$ cat src/rtl/seq_pattern_detector.sv
// Serial pattern detector: flags every occurrence of a programmable 1..PAT_W-bit
// pattern in an enable-qualified bit stream, with a saturating match counter.
module seq_pattern_detector #(
  parameter int PAT_W = 8,
  parameter int LEN_W = $clog2(PAT_W + 1),
  parameter int CNT_W = 16
) (
  input  logic             clk,
  input  logic             rst,
  input  logic             en,
  input  logic             seq,
  input  logic             cfg_load,
  input  logic [PAT_W-1:0] cfg_pattern,
  input  logic [LEN_W-1:0] cfg_len,
  input  logic             cfg_overlap,
  input  logic             cnt_clr,
  output logic             tick,
  output logic [CNT_W-1:0] match_count
);

  logic [PAT_W-1:0] pat_q, pat_d;
  logic [LEN_W-1:0] len_q, len_d;
  logic             ovl_q, ovl_d;
  logic [PAT_W-1:0] hist_q, hist_d;
  logic [LEN_W-1:0] fill_q, fill_d;
  logic             tick_q, tick_d;
  logic [CNT_W-1:0] cnt_q, cnt_d;

  logic [PAT_W-1:0] mask;
  logic [PAT_W-1:0] hist_shift;
  logic [LEN_W-1:0] fill_inc;
  logic [LEN_W-1:0] len_clamp;
  logic             match;

  always_comb begin
    mask = '0;
    for (int unsigned i = 0; i < PAT_W; i++) begin
      mask[i] = (i < 32'(len_q));
    end

    hist_shift = {hist_q[PAT_W-2:0], seq};
    fill_inc   = (fill_q == LEN_W'(PAT_W)) ? fill_q : fill_q + 1'b1;

    if (cfg_len == '0) begin
      len_clamp = LEN_W'(1);
    end else if (cfg_len > LEN_W'(PAT_W)) begin
      len_clamp = LEN_W'(PAT_W);
    end else begin
      len_clamp = cfg_len;
    end

    // Only bits below len_q take part; the fill check keeps stale/cleared history from matching.
    match = en && !cfg_load && (fill_inc >= len_q) &&
            ((hist_shift & mask) == (pat_q & mask));
  end

  always_comb begin
    pat_d  = pat_q;
    len_d  = len_q;
    ovl_d  = ovl_q;
    hist_d = hist_q;
    fill_d = fill_q;
    tick_d = 1'b0;
    cnt_d  = cnt_q;

    if (cfg_load) begin
      pat_d  = cfg_pattern;
      len_d  = len_clamp;
      ovl_d  = cfg_overlap;
      hist_d = '0;
      fill_d = '0;
    end else if (en) begin
      hist_d = hist_shift;
      fill_d = (match && !ovl_q) ? '0 : fill_inc;
      tick_d = match;
    end

    if (cnt_clr) begin
      cnt_d = CNT_W'(match);
    end else if (match && (cnt_q != '1)) begin
      cnt_d = cnt_q + 1'b1;
    end
  end

  always_ff @(posedge clk) begin
    if (!rst) begin
      pat_q  <= '1;
      len_q  <= LEN_W'(PAT_W);
      ovl_q  <= 1'b1;
      hist_q <= '0;
      fill_q <= '0;
      tick_q <= 1'b0;
      cnt_q  <= '0;
    end else begin
      pat_q  <= pat_d;
      len_q  <= len_d;
      ovl_q  <= ovl_d;
      hist_q <= hist_d;
      fill_q <= fill_d;
      tick_q <= tick_d;
      cnt_q  <= cnt_d;
    end
  end

  assign tick        = tick_q;
  assign match_count = cnt_q;

endmodule
$ cat config.mk
export PLATFORM = sky130hd
export DESIGN_NAME = seq_pattern_detector
export DESIGN_NICKNAME = d
export VERILOG_FILES = /design/src/rtl/seq_pattern_detector.sv
export SDC_FILE = /design/constraint.sdc
export NUM_CORES = 1
export LEC_CHECK = 0
export CORE_AREA = 2 2 99 101
export CTS_BUF_LIST = sky130_fd_sc_hd__clkbuf_16
export DETAILED_ROUTE_END_ITERATION = 12
export DIE_AREA = 0 0 101 103
export SYNTH_ARGS = -nofsm -noshare
export SYNTH_HDL_FRONTEND = slang
export SYNTH_SLANG_ARGS = --single-unit
$ cat constraint.sdc
create_clock -name clk -period 2.9 [get_ports clk]
set_clock_uncertainty 0.1 [all_clocks]
set_input_delay 0.58 -clock clk [delete_from_list [all_inputs] [get_ports clk]]
set_output_delay 0.58 -clock clk [all_outputs]
set_load 0.02 [all_outputs]
==> flow_summary.json, run 1 <==
{
  "reg2reg_depth": 11,
  "antenna_cells": 0,
  "root_buffer": "clkbuf_16",
  "timing.final.ws_setup_ns": 0.358,
  "vias_per_cell": 4.88,
  "synth_seq_cells": 41,
  "period_share_pct": 87.7,
  "drc": 0,
  "crit_path_end_kind": "flip-flop",
  "finalHoldViolations": 0,
  "crit_fanout": 21,
  "synth_nets": 282,
  "cts_tree": "yes",
  "max_stage_delay_ns": 0.50,
  "start_util_pct": 24.2,
  "min_path_type": "flip-flop to flip-flop",
  "endpoint": "match_count[12]$_SDFFE_PP0P_",
  "die_h_um": 103,
  "worstSetupStartpoint": "fill_q[0]$_SDFFE_PP0P_",
  "cts_buffer_depth": 2,
  "synthArstFlopShare_pct": 0,
  "dp_hpwl_um": 3750,
  "r2r-end": "match_count[12]$_SDFFE_PP0P_",
  "synth_mux_area_share_pct": 13.1,
  "fp-row-count": 36,
  "yosysTopAreaCellShare_pct": 35.8,
  "worstReg2RegStart": "fill_q[0]$_SDFFE_PP0P_",
  "layout-drive-gt1-share_pct": 10.3,
  "setup_viol": 0,
  "synth_xor_area_share_pct": 3.82,
  "synth_compound_area_share_pct": 10.5,
  "grt_start_max_net_pins": 29,
  "finalWirelength_um": 5120,
  "seq_area_um2": 821,
  "grt_first_pass_wirelength_um": 8400,
  "worst_path_most_repeated_cell": "ha_1",
  "slowest_stage": "or4_1",
  "dieArea_um2": 10400,
  "ctsHoldBuffers": 0,
  "final_cell_mix": "dfxtp_1 (41), nand2_1 (35), clkdlybuf4s50_1 (35)",
  "vias": 1981,
  "synth.largest_area_cell": "dfxtp_1",
  "cts_setup_buffers": 0,
  "r2r_setup_slack_ns": 0.36,
  "synth_fa_ha_area_share_pct": 3.82,
  "ys.flop_type": "dfxtp_1",
  "grt_antenna_before_repair": 0,
  "cap_violations": 0,
  "syn_area_um2": 2290,
  "drt_iter0_drc": 94,
  "drv_slew": 0,
  "p_per_area_nw_per_um2": 453,
  "crit_chain": "inv_1 -> ha_1 -> nand3b_1 -> xnor2_1 -> ha_1 -> nand2b_1 -> a211oi_1 -> o21ba_1 -> buf_12 -> or4_1 -> a21boi_1",
  "yosys.area_share.simple_pct": 28.3,
  "synth_cell_types": 44,
  "relSlewSlack_pct": 68.4,
  "irDropWorstVdd_uv": 247,
  "synth_top_family_by_area": "simple AND/OR/NAND/NOR gates",
  "dr.pass1.iters": 6,
  "yosysWarningCount": 0,
  "synthTopCellsByArea": "dfxtp_1 (36%), mux2i_1 (13%), nor4_2 (6.0%)",
  "layout_commonest_cell": "dfxtp_1",
  "grt_overflow": 0,
  "worstPathRequired_ns": 3.01,
  "post-place-ws_ns": 0.110,
  "track_usage_pct": 9.95,
  "status": "completed",
  "ys_seq_area_share_pct": 35.8,
  "worstMarginPinSlew_ns": 0.472,
  "syn_inst": 256,
  "timing.fmax_mhz": 393,
  "insertion_delay_ns": 0.28,
  "arrival_ns": 2.66,
  "final_nets": 317,
  "area_delta_synth_final_pct": 29.5,
  "multiInputGateArea_um2": 1370,
  "leakagePower_nw": 1.04,
  "io_pins": 36,
  "fp.dieW_um": 101,
  "rsz0062_at_grt": "no",
  "synth_edf_count": 0,
  "cts_resized": 0,
  "clk_pin_slew_ns": 0.06,
  "placement.io_buffers": 35,
  "critical_path_class": "flip-flop to flip-flop",
  "postRouteAntennaNets": 0,
  "htree_levels": 2,
  "grt_pass1_vias": 1796,
  "start_kind": "flip-flop",
  "place_congestion": 0.768,
  "n_fill_cell": 983,
  "cts_buffers": 5,
  "postSynthAreaPerCell_um2": 8.95,
  "core_um2": 9460,
  "fin_tns_setup_ns": 0,
  "clock-sinks": 41,
  "wl_per_cell_um": 12.6,
  "period_needed_ns": 2.54
}
[layer usage]
layer,up-vias,wire (um),global-route usage (%)
li1,993,-,-
met1,962,2380,12.0
met2,19,2560,17.9
met3,7,90,1.36
met4,0,93,4.05
met5,-,0,0
[per-stage QoR]
step / hold WS, ns / power (mW) / area [um^2] / cells / util [%]
floorplan: 0.362 / 0.669 / 2290 / 256 / -
global placement: 0.370 / 0.717 / 2800 / 398 / 29.6
detailed placement: 0.380 / 0.718 / 2800 / 398 / 29.6
CTS: 0.392 / 1.36 / 2970 / 406 / 31.4
global route: 0.423 / 1.39 / 2970 / 406 / 31.4
finish: 0.387 / 1.35 / 2970 / 406 / 31.4
[power by group]
part           leakage (nW)  switching [mW]  internal [mW]
sequential            0.333          0.0131          0.575
combinational         0.631          0.0566         0.0601
clock                0.0800           0.233          0.407
total                  1.04           0.303           1.04
[cell usage after synthesis (all sizes together) (2+ instances only)]
library cell   n
a211o          2
or4            2
o31ai          3
o21ai          3
nor2          12
buf            5
a221oi         2
and4           3
nor3           3
nand4          8
o22ai          2
ha             7
a21boi         3
o311ai         3
nor4          12
xor2           8
o211ai         2
dfxtp         41
a21oi          4
and2           4
inv           10
nor2b          2
xnor2          2
mux2i         30
nand2         35
nand3          8
clkbuf        10
nand2b        15
and3           3
[critical path: cells and delay by family (launching register included)]
family / cells / cell delay, ns
XOR/XNOR: 1 / 0.09
AND/OR/NAND/NOR: 3 / 0.70
buffers and inverters: 2 / 0.23
flip-flops: 1 / 0.41
adder cells (fa/ha/maj): 2 / 0.49
AO/OA/AOI/OAI: 3 / 0.45
[worst min-delay path by stage]
stage                                   to  slack, ns  cells after the start                         from
6_report       match_count[4]$_SDFFE_PP0P_       0.39                      2  match_count[4]$_SDFFE_PP0P_
2_1_floorplan        pat_q[0]$_SDFFE_PN1P_       0.36                      2        pat_q[0]$_SDFFE_PN1P_
5_1_grt        match_count[4]$_SDFFE_PP0P_       0.42                      2  match_count[4]$_SDFFE_PP0P_
3_5_place_dp   match_count[4]$_SDFFE_PP0P_       0.38                      2  match_count[4]$_SDFFE_PP0P_
4_1_cts        match_count[4]$_SDFFE_PP0P_       0.39                      2  match_count[4]$_SDFFE_PP0P_
3_3_place_gp   match_count[4]$_SDFFE_PP0P_       0.37                      2  match_count[4]$_SDFFE_PP0P_
[flip-flops by register name (all words and copies together) (netlist names)]
signal / count
fill_q: 4
tick: 1
pat_q: 8
len_q: 4
match_count: 16
hist_q: 7
ovl_q: 1
[area by class of cell]
| cell class | count | area share (%) |
|---|---|---|
| multi-input combinational | 190 | 46.2 |
| inverter | 10 | 1.26 |
| clock inverter | 3 | 1.56 |
| clock buffer | 5 | 4.22 |
| sequential | 41 | 27.7 |
| timing repair buffer | 43 | 14.2 |
| tap | 114 | 4.81 |
[cell families after synthesis]
family / after synthesis
flip-flops: 41
multiplexers: 30
buffers and inverters: 25
AO/OA/AOI/OAI: 32
AND/OR/NAND/NOR: 111
XOR/XNOR: 10
adder cells (fa/ha/maj): 7
Power figures use the tool's default switching activity.
==> run 2: changes to the inputs <==
CTS_BUF_LIST = unset   (was sky130_fd_sc_hd__clkbuf_16)
RECOVER_POWER = 25   (was unset)
clock period = 2.4 ns   (was 2.9 ns; I/O delays follow)
==> run 2 against run 1 <==
Effect of this change:
- the flow now finishes with violations (negative setup slack)
- via count increased by 1.3%
- non-clock buffer count grew 18
- critical path depth down 5
- cell count up 4.4%
- combinational power rose by 71%
- first-iteration DRC count is 43% higher
- cell area is 12% higher
- register-to-register slack worse by 0.37 ns
- total power up 10%
- clock-buffer cell count is the same
- largest power group is now registers
==> flow_summary.json, run 2 (same netlist as run 1, synthesis figures left out) <==
{
  "status": "complete, but fails checks",
  "violations": "negative setup slack",
  "rsz0062_at_grt": "yes",
  "die_h_um": 103,
  "relSlewSlack_pct": 36.3,
  "worstPathRequired_ns": 2.53,
  "worstMarginPinSlew_ns": 0.955,
  "fp-row-count": 36,
  "timing.final.ws_setup_ns": -0.0166,
  "drv_slew": 0,
  "wl_per_cell_um": 13.9,
  "arrival_ns": 2.55,
  "cap_violations": 0,
  "finalWirelength_um": 5890,
  "htree_levels": 2,
  "period_share_pct": 101,
  "grt_overflow": 0,
  "setup_viol": 1,
  "dp_hpwl_um": 4090,
  "dieArea_um2": 10400,
  "fin_tns_setup_ns": -0.0166,
  "area_delta_synth_final_pct": 44.6,
  "grt_first_pass_wirelength_um": 9230,
  "place_congestion": 0.792,
  "crit_chain": "or4_1 -> a222oi_1 -> o211ai_1 -> buf_6 -> or4_1 -> a21boi_1",
  "placement.io_buffers": 35,
  "critical_path_class": "flip-flop to flip-flop",
  "largest_reg_flops": 16,
  "fp.dieW_um": 101,
  "clock-sinks": 41,
  "drt_iter0_drc": 134,
  "clk_pin_slew_ns": 0.09,
  "core_um2": 9460,
  "vias": 2007,
  "antenna_cells": 0,
  "start_kind": "flip-flop",
  "grt_start_max_net_pins": 29,
  "final_cell_mix": "dfxtp_1 (37), nand2_1 (35), clkdlybuf4s50_1 (34)",
  "crit_family": "simple AND/OR/NAND/NOR gates",
  "root_buffer": "clkbuf_8",
  "crit_buf_inv": 1,
  "crit_fanout": 7,
  "period_needed_ns": 2.42,
  "track_usage_pct": 11.0,
  "post-place-ws_ns": -0.252,
  "start_util_pct": 24.2,
  "drc": 0,
  "slowest_stage": "or4_1",
  "timing.fmax_mhz": 414,
  "irDropWorstVdd_uv": 217,
  "p_per_area_nw_per_um2": 448,
  "crit_path_end_kind": "flip-flop",
  "leakagePower_nw": 1.16,
  "grt_pass1_vias": 1936,
  "n_fill_cell": 957,
  "layout-drive-gt1-share_pct": 21.9,
  "cts_tree": "yes",
  "grt_antenna_before_repair": 0,
  "insertion_delay_ns": 0.30,
  "layout_commonest_cell": "dfxtp_1",
  "io_pins": 36,
  "worst_path_most_repeated_cell": "or4_1",
  "vias_per_cell": 4.73,
  "finalHoldViolations": 0,
  "cts_buffer_depth": 2,
  "cts_buffers": 5,
  "max_stage_delay_ns": 0.52,
  "final_nets": 335,
  "dr.pass1.iters": 4,
  "min_path_type": "flip-flop to flip-flop",
  "postRouteAntennaNets": 0
}
==> run 2: changes by cell type in the layout (fill, tap and decap cells not counted), sizes merged <==
cell | before | now
buf | 8 | 24
dlygate4sd3 | 0 | 1
clkbuf | 5 | 7
clkdlybuf4s50 | 35 | 34
==> run 2: final cells by class <==
| type | count | area, um^2 | area share [%] |
|---|---|---|---|
| clock buffer | 5 | 68.8 | 2.08 |
| clock inverter | 3 | 46.3 | 1.40 |
| inverter | 10 | 37.5 | 1.13 |
| multi-input combinational | 190 | 1590 | 47.9 |
| sequential | 41 | 828 | 25.0 |
| tap | 114 | 143 | 4.30 |
| timing repair buffer | 61 | 603 | 18.2 |
==> run 2: metal layers <==
| metal | global-route usage [%] | share of wire (%) | vias up | wire length, um |
|---|---|---|---|---|
| met3 | 2.03 | 2.7 | 10 | 157 |
| met5 | 0 | 0 | - | 0 |
| met2 | 18.5 | 48 | 29 | 2820 |
| met4 | 4.26 | 1.9 | 0 | 114 |
| li1 | - | - | 1026 | - |
| met1 | 14.1 | 48 | 942 | 2800 |
==> run 2: power breakdown <==
part / total, mW / switching (mW) / internal [mW]
clock network: 0.578 / 0.266 / 0.312
registers: 0.708 / 0.0138 / 0.694
logic: 0.200 / 0.0944 / 0.105
==> run 2: what timing repair did <==
action	4_1_cts	5_1_grt
setup endpoints to repair	18	19
resized for setup	20	30
cloned	0	1
hold buffers	0	0
buffers inserted	0	4
pin swaps	6	16
==> run 2: stage by stage <==
stage	power, mW	util, %	instance area (um^2)	instances	hold WS (ns)
after floorplan	0.809	-	2290	256	0.362
after global placement	0.873	30.6	2890	411	0.374
after detailed placement	0.875	30.6	2890	411	0.378
after CTS	1.47	32.6	3080	419	0.401
after global routing	1.54	35.0	3310	424	0.431
final	1.49	35.0	3310	424	0.397
==> run 2: worst paths after layout <==
path	slack (ns)	endpoint	start	cells past startpoint
hold reg to reg	0.40	match_count[4]$_SDFFE_PP0P_	match_count[4]$_SDFFE_PP0P_	2
hold / removal	0.40	match_count[4]$_SDFFE_PP0P_	match_count[4]$_SDFFE_PP0P_	2
setup reg to reg	-0.02	match_count[12]$_SDFFE_PP0P_	len_q[3]$_SDFFE_PN1P_	6
setup / recovery	-0.02	match_count[12]$_SDFFE_PP0P_	len_q[3]$_SDFFE_PN1P_	6
==> run 2: worst register-to-register path: cells and delay by family (launching register included) <==
| family | cells | cell delay, ns |
|---|---|---|
| buf+inv | 1 | 0.18 |
| simple gates | 2 | 0.99 |
| compound gates | 3 | 0.71 |
| flops | 1 | 0.37 |
